$ cat src/rtl/mips_ctrl_pkg.sv
// mips_ctrl_pkg: state, opcode, funct and ALU encodings shared by the multicycle controller
package mips_ctrl_pkg;
    typedef enum logic [3:0] {
        S_FETCH   = 4'd0,
        S_DECODE  = 4'd1,
        S_MEMADR  = 4'd2,
        S_MEMRD   = 4'd3,
        S_MEMWB   = 4'd4,
        S_MEMWR   = 4'd5,
        S_EXECUTE = 4'd6,
        S_ALUWB   = 4'd7,
        S_BRANCH  = 4'd8,
        S_ADDIEX  = 4'd9,
        S_ADDIWB  = 4'd10,
        S_JUMP    = 4'd11
    } state_t;

    typedef enum logic [1:0] {
        ALUOP_ADD   = 2'b00,
        ALUOP_SUB   = 2'b01,
        ALUOP_FUNCT = 2'b10
    } aluop_t;

    localparam logic [5:0] OP_RTYPE = 6'b000000;
    localparam logic [5:0] OP_LW    = 6'b100011;
    localparam logic [5:0] OP_SW    = 6'b101011;
    localparam logic [5:0] OP_BEQ   = 6'b000100;
    localparam logic [5:0] OP_ADDI  = 6'b001000;
    localparam logic [5:0] OP_J     = 6'b000010;

    localparam logic [5:0] FN_ADD = 6'b100000;
    localparam logic [5:0] FN_SUB = 6'b100010;
    localparam logic [5:0] FN_AND = 6'b100100;
    localparam logic [5:0] FN_OR  = 6'b100101;
    localparam logic [5:0] FN_SLT = 6'b101010;

    localparam logic [2:0] ALU_ADD = 3'b010;
    localparam logic [2:0] ALU_SUB = 3'b110;
    localparam logic [2:0] ALU_AND = 3'b000;
    localparam logic [2:0] ALU_OR  = 3'b001;
    localparam logic [2:0] ALU_SLT = 3'b111;

    function automatic logic funct_ok(input logic [5:0] f);
        return f inside {FN_ADD, FN_SUB, FN_AND, FN_OR, FN_SLT};
    endfunction
endpackage

$ cat src/rtl/multicycle_controller_alu_decoder.sv
// alu_decoder: maps (aluop, funct) to alucontrol; ports aluop/funct in, alucontrol out
module alu_decoder
    import mips_ctrl_pkg::*;
(
    input  aluop_t      aluop,
    input  logic [5:0]  funct,
    output logic [2:0]  alucontrol
);
    always_comb begin
        alucontrol = aluop == ALUOP_SUB   ? ALU_SUB :
                     aluop != ALUOP_FUNCT ? ALU_ADD :
                     funct == FN_SUB      ? ALU_SUB :
                     funct == FN_AND      ? ALU_AND :
                     funct == FN_OR       ? ALU_OR  :
                     funct == FN_SLT      ? ALU_SLT : ALU_ADD;
    end
endmodule

$ cat src/rtl/multicycle_controller.sv
// multicycle_controller: Moore FSM sequencing the multicycle MIPS datapath; inputs op/funct/zero/mem_ready, outputs datapath selects, enables, memory handshake, illegal_op and state_dbg
module multicycle_controller
    import mips_ctrl_pkg::*;
(
    input  logic        clk,
    input  logic        reset,
    input  logic [5:0]  op,
    input  logic [5:0]  funct,
    input  logic        zero,
    input  logic        mem_ready,
    output logic        mem_req,
    output logic        iord,
    output logic        memwrite,
    output logic        irwrite,
    output logic        pcen,
    output logic        regwrite,
    output logic        regdst,
    output logic        memtoreg,
    output logic        alusrca,
    output logic [1:0]  alusrcb,
    output logic [1:0]  pcsrc,
    output logic [2:0]  alucontrol,
    output logic        illegal_op,
    output logic [3:0]  state_dbg
);
    logic [3:0] state, nxt;
    logic       pcwrite, branch, legal;
    aluop_t     aluop;

    assign legal = op inside {OP_LW, OP_SW, OP_BEQ, OP_ADDI, OP_J} || (op == OP_RTYPE && funct_ok(funct));

    always_ff @(posedge clk)
        state <= reset ? S_FETCH : nxt;

    always_comb begin
        nxt        = S_FETCH;
        mem_req    = 1'b0;
        iord       = 1'b0;
        memwrite   = 1'b0;
        irwrite    = 1'b0;
        pcwrite    = 1'b0;
        branch     = 1'b0;
        regwrite   = 1'b0;
        regdst     = 1'b0;
        memtoreg   = 1'b0;
        alusrca    = 1'b0;
        alusrcb    = 2'b00;
        pcsrc      = 2'b00;
        aluop      = ALUOP_ADD;
        illegal_op = 1'b0;
        case (state)
            S_FETCH: begin
                mem_req = 1'b1;
                alusrcb = 2'b01;
                irwrite = mem_ready;
                pcwrite = mem_ready;
                nxt     = mem_ready ? S_DECODE : S_FETCH;
            end
            S_DECODE: begin
                alusrcb    = 2'b11;
                illegal_op = ~legal;
                nxt        = (op == OP_LW || op == OP_SW)           ? S_MEMADR  :
                             (op == OP_RTYPE && funct_ok(funct))    ? S_EXECUTE :
                             op == OP_BEQ                           ? S_BRANCH  :
                             op == OP_ADDI                          ? S_ADDIEX  :
                             op == OP_J                             ? S_JUMP    : S_FETCH;
            end
            S_MEMADR: begin
                alusrca = 1'b1;
                alusrcb = 2'b10;
                nxt     = op == OP_LW ? S_MEMRD : S_MEMWR;
            end
            S_MEMRD: begin
                mem_req = 1'b1;
                iord    = 1'b1;
                nxt     = mem_ready ? S_MEMWB : S_MEMRD;
            end
            S_MEMWB: begin
                memtoreg = 1'b1;
                regwrite = 1'b1;
            end
            S_MEMWR: begin
                mem_req  = 1'b1;
                iord     = 1'b1;
                memwrite = 1'b1;
                nxt      = mem_ready ? S_FETCH : S_MEMWR;
            end
            S_EXECUTE: begin
                alusrca = 1'b1;
                aluop   = ALUOP_FUNCT;
                nxt     = S_ALUWB;
            end
            S_ALUWB: begin
                regdst   = 1'b1;
                regwrite = 1'b1;
            end
            S_BRANCH: begin
                alusrca = 1'b1;
                aluop   = ALUOP_SUB;
                pcsrc   = 2'b01;
                branch  = 1'b1;
            end
            S_ADDIEX: begin
                alusrca = 1'b1;
                alusrcb = 2'b10;
                nxt     = S_ADDIWB;
            end
            S_ADDIWB: regwrite = 1'b1;
            S_JUMP: begin
                pcsrc   = 2'b10;
                pcwrite = 1'b1;
            end
            default: nxt = S_FETCH;
        endcase
    end

    assign pcen      = pcwrite | (branch & zero);
    assign state_dbg = state;

    alu_decoder u_alu_decoder (
        .aluop      (aluop),
        .funct      (funct),
        .alucontrol (alucontrol)
    );
endmodule

$ cat config.mk
export PLATFORM = sky130hd
export DESIGN_NAME = multicycle_controller
export DESIGN_NICKNAME = d
export VERILOG_FILES = /design/src/rtl/mips_ctrl_pkg.sv /design/src/rtl/multicycle_controller_alu_decoder.sv /design/src/rtl/multicycle_controller.sv
export SDC_FILE = /design/constraint.sdc
export NUM_CORES = 1
export LEC_CHECK = 0
export CORE_MARGIN = 2
export CORE_UTILIZATION = 34
export CTS_CLUSTER_SIZE = 12
export DETAILED_ROUTE_END_ITERATION = 7
export GPL_ROUTABILITY_DRIVEN = 0
export PLACE_DENSITY = 0.75
export SYNTH_ARGS = -nofsm -noshare
export SYNTH_HDL_FRONTEND = slang
export SYNTH_HIERARCHICAL = 1
export SYNTH_SLANG_ARGS = --single-unit
$ cat constraint.sdc
create_clock -name clk -period 1.75 [get_ports clk]
set_clock_uncertainty 0.1 [all_clocks]
set_input_delay 0.35 -clock clk [delete_from_list [all_inputs] [get_ports clk]]
set_output_delay 0.35 -clock clk [all_outputs]
set_load 0.02 [all_outputs]
* Yosys cells after proc, flatten, opt, wreduce, memory -nomap -nowiden
Cells that the tools add are included.
** Word-level totals
- Flip-flop bits (word level) :: 4
- Bits in latches :: 0
- RAM bits :: 0
- Bits in read-only memories :: 0
- Input port bits :: 16
- Output and inout port bits :: 21
- Word-level logic and storage cells :: 69
- Memories kept :: 0
** Cells by class
- $add $sub $neg :: 0
- $mul :: 0
- Div/mod/pow operators :: 0
- $lt $le $gt $ge :: 0
- Eq/ne operators :: 23
- Shift operators :: 0
- Mux-type cells :: 30
- Bitwise logic cells :: 3
- Reductions and logical operators :: 12
** Operator list (number)
- equality test 6 bit, second input constant :: 7
- one-hot mux 4 bit (7 select lines) :: 1
- two-way mux 3 bit :: 9
- two-way mux 4 bit :: 5
- equality test 4 x 3 -> 1 bit, second input constant :: 4
- equality test 4 bit, second input constant :: 4
- two-way mux 1 bit :: 11
- nonzero test 5 bit :: 2
- equality test 4 x 2 -> 1 bit, second input constant :: 2
- one-hot mux 2 bit (2 select lines) :: 2
- equality test 6 x 2 -> 1 bit, second input constant :: 1
- equality test 6 x 3 -> 1 bit, second input constant :: 1
- equality test 6 x 4 -> 1 bit, second input constant :: 1
- logical NOT 6 bit :: 1
- one-hot mux 2 bit (3 select lines) :: 1
- OR reduction 3 bit :: 2
- equality test 4 x 1 -> 1 bit, second input constant :: 1
- logical NOT 4 bit :: 1
- OR reduction 2 bit :: 2
- OR reduction 4 bit :: 1
- equality test 2 x 1 -> 1 bit, second input constant :: 1
- logical OR 1 bit :: 2
- != test 2 bit, second input constant :: 1
- one-hot mux 1 bit (2 select lines) :: 1
- other kinds (4) :: 4

* Longest topological paths before layout
Gate-level depths: netlist of the first run.
- Word-level depth :: 7
- Depth in mapped cells :: 6
- Gate-level depth less buffers :: 5

* Hierarchy
The synthesis of the first run kept the hierarchy.
** By module, submodules not included
- multicycle_controller :: instances 1, cells each 84, area an instance 586.8 µm², sequential area each 80.1 µm²
- alu_decoder :: instances 1, cells each 9, area an instance 76.3 µm², sequential area each 0.0 µm²

* Worst setup path before layout of the first run
Ideal clock, no wire load.
- Kind :: reg-to-output
- From :: register state[2] (netlist: state_dbg[2])
- To :: output pcen
- Arrival time :: 1805 ps
- Required time :: 1300 ps
- Path slack :: -505 ps
- Cell stages (with the launch flop) :: 5
- Buffers on the path :: 2
- Cells stage by stage :: dfxtp_1 buf_2 buf_2 nor4b_1 a211o_1
** Between the ends
- Cells in the longest elaborated chain, start to end :: 4
- Elaborated cells on any way between the ends :: 7
- Those cells by class :: eq/ne: 2; mux: 2; bitwise: 2; reduce/logical: 1
** RTL lines
- start: declaration :: RTL line multicycle_controller.sv:26 : logic [3:0] state, nxt;
- start signal: assignment :: RTL line multicycle_controller.sv:33 : state <= reset ? S_FETCH : nxt;
- equality test 4 bit :: RTL line multicycle_controller.sv:51 : case (state)
- two-way mux 1 bit :: RTL line multicycle_controller.sv:51
- AND 1 bit :: RTL line multicycle_controller.sv:117 : assign pcen = pcwrite | (branch & zero);
- OR 1 bit (*) :: RTL line multicycle_controller.sv:117
- end: declaration :: RTL line multicycle_controller.sv:15 : output logic pcen,
Mark *: on every way between the ends. The rest lies on a longest branch, timed or not.

* Worst setup path in the final report of the first run
- From :: register state[1] (netlist: state_dbg[1])
- To :: output alucontrol[2]
** Between the ends
- Cells in the longest elaborated chain, start to end :: 5
- Elaborated cells on any way between the ends :: 7
- Those cells by class :: eq/ne: 4; mux: 3
** RTL lines
- equality test 4 bit or equality test 4 x 3 -> 1 bit (tied branches) :: RTL line multicycle_controller.sv:51
- one-hot mux 2 bit (2 select lines) (*) :: RTL line multicycle_controller.sv:51
- != test 2 bit :: RTL line multicycle_controller_alu_decoder.sv:11 : aluop != ALUOP_FUNCT ? ALU_ADD :
- two-way mux 3 bit :: RTL line multicycle_controller_alu_decoder.sv:11
- two-way mux 3 bit (*) :: RTL line multicycle_controller_alu_decoder.sv:10 : alucontrol = aluop == ALUOP_SUB ? ALU_SUB :
- end: declaration :: RTL line multicycle_controller.sv:22 : output logic [2:0] alucontrol,
Marked as above.

==> results of run 1 <==
## power by group
| group | switching (mW) | internal [mW] |
|---|---|---|
| clock | 0.0540 | 0.0866 |
| combinational | 0.112 | 0.117 |
| sequential | 0.00289 | 0.0921 |
| total | 0.169 | 0.296 |
## area by class of cell
type,instances,area (um2),share of cell area
clock buffers,4,26.3,0.0153
inverters,3,11.3,0.00655
multi-input cells,79,779,0.453
flip-flops and latches,4,87.6,0.0509
well taps,25,31.3,0.0182
repair buffers,89,785,0.456
## repair_timing
item	4_1_cts	5_1_grt
gates cloned	1	0
setup buffers	25	8
gates resized for setup	129	45
setup endpoints to repair	23	19
pin swaps	13	13
## cell usage after synthesis, types with 2 or more instances
master | instances | area share
a21o_1 | 2 | 0.023
a21oi_1 | 3 | 0.023
a22o_1 | 2 | 0.026
and4bb_1 | 2 | 0.038
buf_2 | 3 | 0.023
clkbuf_1 | 2 | 0.011
dfxtp_1 | 4 | 0.12
inv_1 | 3 | 0.017
mux2i_1 | 2 | 0.030
nand2_1 | 5 | 0.028
nand2b_1 | 4 | 0.038
nand3_1 | 2 | 0.015
nand3b_1 | 2 | 0.023
nor2_1 | 13 | 0.074
nor2b_1 | 4 | 0.038
nor3_1 | 5 | 0.038
nor3b_1 | 3 | 0.034
nor4b_1 | 2 | 0.026
o21ai_0 | 4 | 0.030
o22ai_1 | 2 | 0.019
xnor2_1 | 2 | 0.026
xor2_1 | 2 | 0.026
## placed cells by master, fill, tap and decap left out, types with 2 or more instances in the layout
master / count
xor2_1: 2
buf_2: 3
nor2_4: 6
nor2_1: 6
buf_12: 2
nand2b_4: 4
clkbuf_4: 3
inv_1: 2
a21o_1: 2
nor3b_1: 2
nand3b_1: 2
nor4b_4: 2
nand2_2: 2
nor2b_1: 3
dlygate4sd2_1: 9
nor3_1: 3
nor3_2: 2
o21ai_0: 3
mux2i_1: 2
buf_6: 16
dfxtp_2: 3
clkbuf_2: 4
a21oi_2: 3
clkdlybuf4s15_1: 2
clkdlybuf4s50_1: 3
and4bb_2: 2
nand2_1: 2
buf_4: 48
## worst max-delay path: cells and delay by family (launching register included)
family | cells | cell delay (ns)
compound gates | 1 | 0.22
buf+inv | 3 | 0.35
flops | 1 | 0.35
simple gates | 3 | 0.47
## cell families (layout without fill, tap and decap cells)
family / after synthesis / after routing / share of synthesized area
and+or+nand+nor: 50 / 50 / 0.466
DFF: 4 / 4 / 0.121
AOI/OAI and AO/OA: 23 / 23 / 0.251
xor gates and xnor gates: 4 / 4 / 0.0528
buffers and inverters: 10 / 96 / 0.0792
muxes: 2 / 2 / 0.0302
## stage by stage
step	cell area, um2	setup WS, ns	std cells	power [mW]	hold slack (ns)
2_1_floorplan	737	-0.110	93	0.169	0.309
3_3_place_gp	1320	-0.747	179	0.276	0.522
3_5_place_dp	1320	-0.833	179	0.281	0.532
4_1_cts	1560	-0.279	197	0.423	0.565
5_1_grt	1720	-0.393	204	0.480	0.608
6_report	1720	-0.347	204	0.465	0.567
## layer usage
metal	up-vias	global-route usage	share of wire
met5	-	0	0
li1	516	-	-
met3	40	0.0259	0.082
met1	565	0.243	0.34
met2	110	0.550	0.51
met4	0	0.130	0.070
## final timing paths
check / endpoint / slack [ns] / cells past startpoint / start
worst max register to register: state_dbg[2]$_SDFF_PP0_ / -0.13 / 9 / state_dbg[3]$_SDFF_PP0_
worst min register to register: state_dbg[1]$_SDFF_PP0_ / 0.57 / 3 / state_dbg[2]$_SDFF_PP0_
worst max-delay path: alucontrol[2] / -0.35 / 7 / state_dbg[1]$_SDFF_PP0_
worst min-delay path: state_dbg[1]$_SDFF_PP0_ / 0.57 / 3 / state_dbg[2]$_SDFF_PP0_
==> impl_results.md, run 1 <==
- Die Y: 48.2 um
- Vias in the first global route: 1,063
- Io pins: 37
- Max FFs per register: 4
- Most used DFF post-synth: dfxtp_1
- Layout fillers: 35
- Die W: 48.2 um
- Worst-margin pin slew: 0.403 ns
- CP Class: reg2out
- # diodes: 0
- FMAX: 477 MHz
- FF+latch count, synth: 4
- CP peak stage delay: 0.35 ns
- Worst skew pair latency: 0.25 ns
- Final ANT Viol Nets: 0
- Vias per cell: 6.03
- Clk sinks: 4
- Minimum clock period: 2.10 ns
- Yosys warns: 6
- Net count after synthesis: 109
- Netlist cell types: 42
- Sequential fraction of the synthesis area: 0.121
- Hold Path Class: reg2reg
- Pwr/cell area: 271 nW/um2
- Die ar.: 2320 um2
- Dpl hpwl: 1900 um
- Final setup margin: -0.347 ns
- Largest net degree at the start of global routing: 12
- Starting DRT DRC Count: 93
- Drt drc: 0
- Core Util, Final: 0.965
- Core Box Area: 1780 um2
- Critical-path top delay cell: dfxtp_4
- CTS tree: yes
- Crit-path max FO: 4
- Slew Viols, Final: 0
- Critical path data arrival time: 1.65 ns
- Rows: 15
- CTS clk-pin slew, worst paths: 0.05 ns
- Total Routing Usage GR: 0.264
- Cell Chain, Critical Path: buf_12 -> nor2_2 -> inv_2 -> nor2_4 -> and4bb_2 -> a22o_4 -> buf_4
- Final Setup Violations: 15
- Buffers added on ports: 36
- Max cap viols: 0
- Final worst-path cycle share: 1.20
- First-pass GRT wire length: 4300 um
- Peak supply drop: 0.000274 V
- Rel. slew slack: 0.729
- Number of synthesized flops with an enable pin: 0
- Total iterations of the first detailed-routing run: 4
- Syn avg cell area: 7.13 um2
- Worst endpoint required time: 1.30 ns
- Layout cell share with drive strength beyond 1: 0.676
- Initial antenna violation count: 0
- Syn-to-layout area delta: 159%
- Final Hold Viols: 0
- Element type at the critical path start: flip-flop
- Violated checks: setup timing
- Aggregate routed wire length: 4460 um
- Status: finished with violations
- Vias: 1,231
- RSZ-0062 raised after global routing: yes
- CP Capture Type: output port
- Leakage power: 0.785 nW
- Mapped Cells: 93
- CTS root buffer: clkbuf_4
- Starting Density: 0.372
- Nets@finish: 196
- Wire per inst: 21.9 um
- CTS buffer count: 3
- Mapped cell area: 663 um2
- Hold-fix buffers at CTS: 0
- Setup TNS: -2.40 ns
- CTS H-tree depth: 1
- CTS max path bufs: 2
- Async SR Flop Fraction: 0
- Total gr overflow: 0
Power figures use the tool's default switching activity.
==> run 2, diff against run 1 <==
--- a/config.mk
+++ b/config.mk
@@ -12,3 +12,3 @@
 export GPL_ROUTABILITY_DRIVEN = 0
-export PLACE_DENSITY = 0.75
+export PLACE_DENSITY = 0.8
 export SYNTH_ARGS = -nofsm -noshare
--- a/constraint.sdc
+++ b/constraint.sdc
@@ -4,2 +4,2 @@
 set_output_delay 0.35 -clock clk [all_outputs]
-set_load 0.02 [all_outputs]
+set_load 0.1 [all_outputs]
==> impl_results.md, run 2 <==
- Status: aborted with a tool error
- Stage reached: clock tree synthesis (4_1_cts)
- Run Error: [ERROR DPL-0038] Utilization greater than 100%, impossible to legalize
- Mapped Cells: 93 (unchanged)
- Die W: 48.2 um (unchanged)
- Syn avg cell area: 7.13 um2 (unchanged)
- Dpl hpwl: 2650 um (+39%)
- FF+latch count, synth: 4 (unchanged)
- Netlist cell types: 42 (unchanged)
- Post-CTS Resized: 52 (-60%)
- Synth top cells by count: nor2_1 (13), nand2_1 (5), nor3_1 (5)
- Dpl cells: 177 (-1.1%)
- Most numerous cell in the Yosys netlist: nor2_1
- Yosys top cell by area: dfxtp_1
- Yosys warns: 6 (unchanged)
- Async SR Flop Fraction: 0 (unchanged)
- Clk sinks: 4 (unchanged)
- CTS buffer count: 3 (unchanged)
- Net count after synthesis: 109 (unchanged)
- Post CTS Setup Buffer Count: 14 (-44%)
- CTS root buffer: clkbuf_4
- Sequential fraction of the synthesis area: 0.121 (unchanged)
- Io pins: 37 (unchanged)
- Most used DFF post-synth: dfxtp_1
- Rows: 15 (unchanged)
- Hold-fix buffers at CTS: 0 (unchanged)
- Starting Density: 0.372 (unchanged)
- Buffers added on ports: 36 (unchanged)
- Die Y: 48.2 um (unchanged)
- Synth top area cells: dfxtp_1 (12%), nor2_1 (7.4%), and4bb_1 (3.8%)
- Number of synthesized flops with an enable pin: 0 (unchanged)
- CTS max path bufs: 2 (unchanged)
- Mapped cell area: 663 um2 (unchanged)
- CTS H-tree depth: 1 (unchanged)
- Top cell type's share of synthesized area: 0.121 (unchanged)
[run 2: cell counts after synthesis]
Identical to the previous run, type by type.
[run 2: metrics by stage]
stage          setup TNS (ns)  instance area (um2)  worst slack [ns]
3_5_place_dp            -3.07                 1620            -0.562
3_3_place_gp            -1.85                 1620            -0.377
2_1_floorplan           -7.72                  892            -0.966
[run 2: cells by family after synthesis]
logic type             count (synthesis)  synth area share
buffers and inverters                 10            0.0792
XOR/XNOR                               4            0.0528
AND/OR/NAND/NOR                       50             0.466
multiplexers                           2            0.0302
flip-flops                             4             0.121
AO/OA/AOI/OAI                         23             0.251
==> run 3, diff against run 2 <==
Settings changed: CORE_AREA set to 2 2 63 65, CORE_MARGIN 2 to not set, CORE_UTILIZATION 34 to not set, CTS_CLUSTER_SIZE 12 to not set, DIE_AREA set to 0 0 65 67, PLACE_DENSITY 0.8 to not set, PLACE_DENSITY_LB_ADDON set to 0.15.
Clock period 1.75 ns to 2.3 ns, I/O delays scaled along.
==> impl_results.md, run 3 (synthesized netlist as in run 1, its figures left out) <==
- Finished Cell Area: 1620 um2
- Die Y: 67 um (+39%)
- Commonest non-fill, non-tap cell in the layout: buf_4
- Layout cell share with drive strength beyond 1: 0.530
- # diodes: 0
- FMAX: 441 MHz
- Wire per inst: 11.8 um
- Rows: 22 (+7)
- Dpl cells: 190 (+7.3%)
- Critical path's top delay family: simple AND/OR/NAND/NOR gates
- Total Routing Usage GR: 0.113
- Nets@finish: 167
- Buffers added on ports: 36 (unchanged)
- Worst endpoint required time: 1.74 ns
- Hold Slack: 0.510 ns
- Total gr overflow: 0
- CTS buffer count: 3 (unchanged)
- Final ANT Viol Nets: 0
- CP Class: reg2out
- Core Box Area: 3610 um2
- Core Util, Final: 0.450
- Aggregate routed wire length: 2330 um
- Clock power share: 0.333
- CP peak stage delay: 0.58 ns
- Starting DRT DRC Count: 12
- Net switching power: 158 uW
- Starting Density: 0.184 (-0.188)
- Cell internal pwr: 278 uW
- Vias per cell: 4.57
- Pwr/cell area: 268 nW/um2
- CTS clk-pin slew, worst paths: 0.03 ns
- DP Worst Slack: -0.223 ns (+0.339 ns)
- Vias in the first global route: 926
- Max FFs per register: 4
- Worst skew pair latency: 0.22 ns
- CTS tree: yes
- Setup TNS: 0 ns
- RSZ-0062 raised after global routing: yes
- Status: complete, no violations
- CTS root buffer: clkbuf_8
- Element type at the critical path start: flip-flop
- Final worst-path cycle share: 0.986
- Final Setup Violations: 0
- Dpl hpwl: 1900 um (-28%)
- Commonest cells after routing, fill and taps aside: buf_4 (27), buf_12 (17), clkdlybuf4s50_1 (7)
- Die ar.: 4360 um2
- Layout fillers: 375
- Clk sinks: 4 (unchanged)
- CTS max path bufs: 2 (unchanged)
- Die W: 65 um (+35%)
- Crit-path max FO: 11
- Final Hold Viols: 0
- Hold Path Class: reg2reg
- Buffers & Inverters on Critical Path: 1
- Worst-margin pin slew: 0.503 ns
- Critical path data arrival time: 1.71 ns
- CTS H-tree depth: 1 (unchanged)
- Area after DPL: 1510 um2 (-7.1%)
- Io pins: 37 (unchanged)
- Flop pwr share: 0.166
- Leakage power: 0.660 nW
- CP Capture Type: output port
- Cell Chain, Critical Path: or4b_4 -> a21oi_4 -> nand2_2 -> nor2_4 -> buf_12
- Final setup margin: 0.0313 ns
- Switch share: 0.362
- Final cell count without fillers: 197
- Total iterations of the first detailed-routing run: 3
- Critical-path top delay cell: or4b_4
- Rel. slew slack: 0.665
- Syn-to-layout area delta: 145%
- Max cap viols: 0
- Initial antenna violation count: 0
- Minimum clock period: 2.27 ns
- Drt drc: 0
- First-pass GRT wire length: 3940 um
- Slew Viols, Final: 0
- Vias: 900
- Comb pwr share: 0.500
- Peak supply drop: 0.000192 V
- Largest net degree at the start of global routing: 19
- Overall Power: 435 uW
-- run 3: layer usage --
| layer | vias to the layer above | GRT usage | wire length, um |
|---|---|---|---|
| li1 | 453 | - | - |
| met1 | 415 | 0.122 | 944 |
| met2 | 30 | 0.215 | 1200 |
| met3 | 2 | 0.0338 | 158 |
| met4 | 0 | 0.0239 | 19 |
| met5 | - | 0 | 0 |
-- run 3: area by class of cell --
class | instances | area, um2 | area share
well taps | 48 | 60.1 | 0.0370
flip-flops and latches | 4 | 95.1 | 0.0586
clock buffers | 3 | 41.3 | 0.0255
multi-input cells | 79 | 712 | 0.439
repair buffers | 60 | 702 | 0.433
inverters | 3 | 11.3 | 0.00694
-- run 3: worst register-to-register path: cells and delay by family, from the launching register on --
| kind | cells | cell delay [ns] |
|---|---|---|
| compound gates | 2 | 0.28 |
| buf+inv | 2 | 0.26 |
| flops | 1 | 0.38 |
| simple gates | 2 | 0.67 |
-- run 3: power groups by stage --
stage	sequential [mW]	clock, mW	combinational, mW
floorplan	0.0806	0	0.105
global placement	0.0751	0	0.205
detailed placement	0.0752	0	0.207
CTS	0.0743	0.149	0.208
global route	0.0731	0.153	0.228
finish	0.0725	0.145	0.218
-- run 3: final timing paths --
check	start	endpoint	slack, ns	depth (start not counted)
setup / recovery	state_dbg[2]$_SDFF_PP0_	illegal_op	0.03	5
hold / removal	state_dbg[3]$_SDFF_PP0_	state_dbg[2]$_SDFF_PP0_	0.51	1
setup reg to reg	state_dbg[2]$_SDFF_PP0_	state_dbg[0]$_SDFF_PP0_	0.53	6
hold reg to reg	state_dbg[3]$_SDFF_PP0_	state_dbg[2]$_SDFF_PP0_	0.51	1
-- run 3: timing repair --
item / in CTS / in global routing
resized for setup: 9 / 6
setup endpoints to repair: 1 / 4
endpoints found under the hold margin: 0 / 0
hold buffers: 0 / 0
buffers inserted: 1 / 3
pin swaps: 3 / 0
==> run 4, diff against run 3 <==
Settings changed: SETUP_SLACK_MARGIN set to 0.5.
==> impl_results.md, run 4 (synthesized netlist as in run 1, its figures left out) <==
- Largest net degree at the start of global routing: 13 (-6)
- Hold Path Sink: state_dbg[3]$_SDFF_PP0_
- Rows: 22 (unchanged)
- CTS H-tree depth: 1 (unchanged)
- Syn-to-layout area delta: 207%
- Die ar.: 4360 um2 (unchanged)
- CTS root buffer: clkbuf_8
- Core Box Area: 3610 um2 (unchanged)
- RSZ-0062 raised after global routing: yes
- Worst R2R Setup Slack: 0.48 ns (-0.05 ns)
- Layout cell share with drive strength beyond 1: 0.702 (+0.172)
- Final ANT Viol Nets: 0 (unchanged)
- Worst-margin pin slew: 0.349 ns (-0.154 ns)
- Final Setup Violations: 0 (unchanged)
- Total Routing Usage GR: 0.130 (+0.0169)
- Commonest cells after routing, fill and taps aside: buf_4 (37), buf_12 (20), dlygate4sd2_1 (8), buf_6 (8), nor2_4 (6)
- Dpl cells: 192 (+1.1%)
- Total iterations of the first detailed-routing run: 4 (+1)
- Commonest non-fill, non-tap cell in the layout: buf_4
- Rel. slew slack: 0.767 (+0.103)
- Io pins: 37 (unchanged)
- Final worst-path cycle share: 0.965 (-0.0219)
- Starting DRT DRC Count: 15 (+3)
- Crit-path max FO: 6 (-5)
- Final Hold Viols: 0 (unchanged)
- Vias in the first global route: 1,017 (+9.8%)
- Max cap viols: 0 (unchanged)
- Vias per cell: 4.54 (-0.55%)
- # diodes: 0 (unchanged)
- Buffers added on ports: 36 (unchanged)
- CP Class: reg2out
- Aggregate routed wire length: 2730 um (+17%)
- Worst endpoint required time: 1.74 ns (about the same)
- Leakage power: 0.830 nW (+26%)
- Final cell count without fillers: 219 (+11%)
- Worst skew pair latency: 0.21 ns (about the same)
- CP Capture Type: output port
- Hold path depth: 4 (+3)
- FMAX: 451 MHz (+2.3%)
- Wire per inst: 12.5 um (+5.6%)
- Final setup margin: 0.0816 ns (+0.0503 ns)
- Slew Viols, Final: 0 (unchanged)
- Clk sinks: 4 (unchanged)
- Min-delay src: state_dbg[3]$_SDFF_PP0_
- CTS max path bufs: 2 (unchanged)
- DP Worst Slack: -0.143 ns (+0.0795 ns)
- R2R cell count: 7 (+1)
- Status: complete, no violations
- CTS clk-pin slew, worst paths: 0.03 ns (about the same)
- Vias: 995 (+11%)
- Die Y: 67 um (unchanged)
- Critical path data arrival time: 1.66 ns (-0.05 ns)
- Drt drc: 0 (unchanged)
- Die W: 65 um (unchanged)
- Nets@finish: 189 (+13%)
- Minimum clock period: 2.22 ns (-0.0503 ns)
- CTS buffer count: 3 (unchanged)
- Element type at the critical path start: flip-flop
- Pwr/cell area: 225 nW/um2 (-16%)
- CTS tree: yes
- Total gr overflow: 0 (unchanged)
- Peak supply drop: 0.000262 V (+36%)
- Dpl hpwl: 1980 um (+3.9%)
- Hold Path Class: reg2reg
- Initial antenna violation count: 0 (unchanged)
- Worst R2R Start: state_dbg[2]$_SDFF_PP0_
- Hold-fix buffers at CTS: 0 (unchanged)
- Starting Density: 0.184 (unchanged)
- Max FFs per register: 4 (unchanged)
- Reg2reg end: state_dbg[0]$_SDFF_PP0_
- First-pass GRT wire length: 4530 um (+15%)
[run 4: worst max-delay path by stage]
stage,startpoint,end,slack (ns),cells past startpoint
CTS,funct[5],illegal_op,0.06,6
floorplan,state_dbg[2]$_SDFF_PP0_,pcen,-0.53,4
global placement,op[0],illegal_op,-0.06,6
finish,state_dbg[2]$_SDFF_PP0_,illegal_op,0.08,5
global route,state_dbg[2]$_SDFF_PP0_,illegal_op,0.04,5
detailed placement,op[0],illegal_op,-0.14,6
[run 4: where the power goes]
part	internal, mW	switching [mW]
clock network	0.111	0.0332
registers	0.0677	0.00222
logic	0.109	0.134
total	0.288	0.170
[run 4: what timing repair did]
| action | 4_1_cts | 5_1_grt |
|---|---|---|
| gates cloned | 1 | 0 |
| pin swaps | 13 | 14 |
| buffers inserted | 19 | 4 |
| endpoints found under the setup margin | 21 | 21 |
| gates resized for setup | 50 | 18 |
| endpoints found under the hold margin | 0 | 0 |
[run 4: layer usage]
| layer | global-route usage | wire length [um] | up-vias |
|---|---|---|---|
| met3 | 0.0321 | 175 | 0 |
| li1 | - | - | 503 |
| met1 | 0.141 | 1030 | 457 |
| met2 | 0.256 | 1530 | 35 |
| met5 | 0 | 0 | - |
| met4 | 0.0186 | 0 | 0 |
[run 4: stage by stage]
| stage | util | TNS (ns) | hold slack [ns] | instance area (um2) | total power [mW] |
|---|---|---|---|---|---|
| 2_1_floorplan | - | -1.80 | 0.419 | 892 | 0.190 |
| 3_3_place_gp | 0.427 | -0.0551 | 0.579 | 1540 | 0.284 |
| 6_report | 0.564 | 0 | 0.602 | 2030 | 0.457 |
| 4_1_cts | 0.532 | 0 | 0.596 | 1920 | 0.451 |
| 3_5_place_dp | 0.427 | -0.143 | 0.572 | 1540 | 0.285 |
| 5_1_grt | 0.564 | 0 | 0.633 | 2030 | 0.482 |
[run 4: cell type report]
cell class                      count  area [um2]
Fill cell                         322        1570
Clock buffer                        3        41.3
Tap cell                           48        60.1
Multi-Input combinational cell     79         877
Sequential cell                     4        95.1
Inverter                            3        11.3
Timing Repair Buffer               82         948
[run 4: critical path, stage by stage (launching register included)]
cell	delay, ns
dfxtp_4	0.35
or4b_4	0.56
a21oi_4	0.15
nand2_2	0.09
nor2_4	0.11
buf_12	0.18
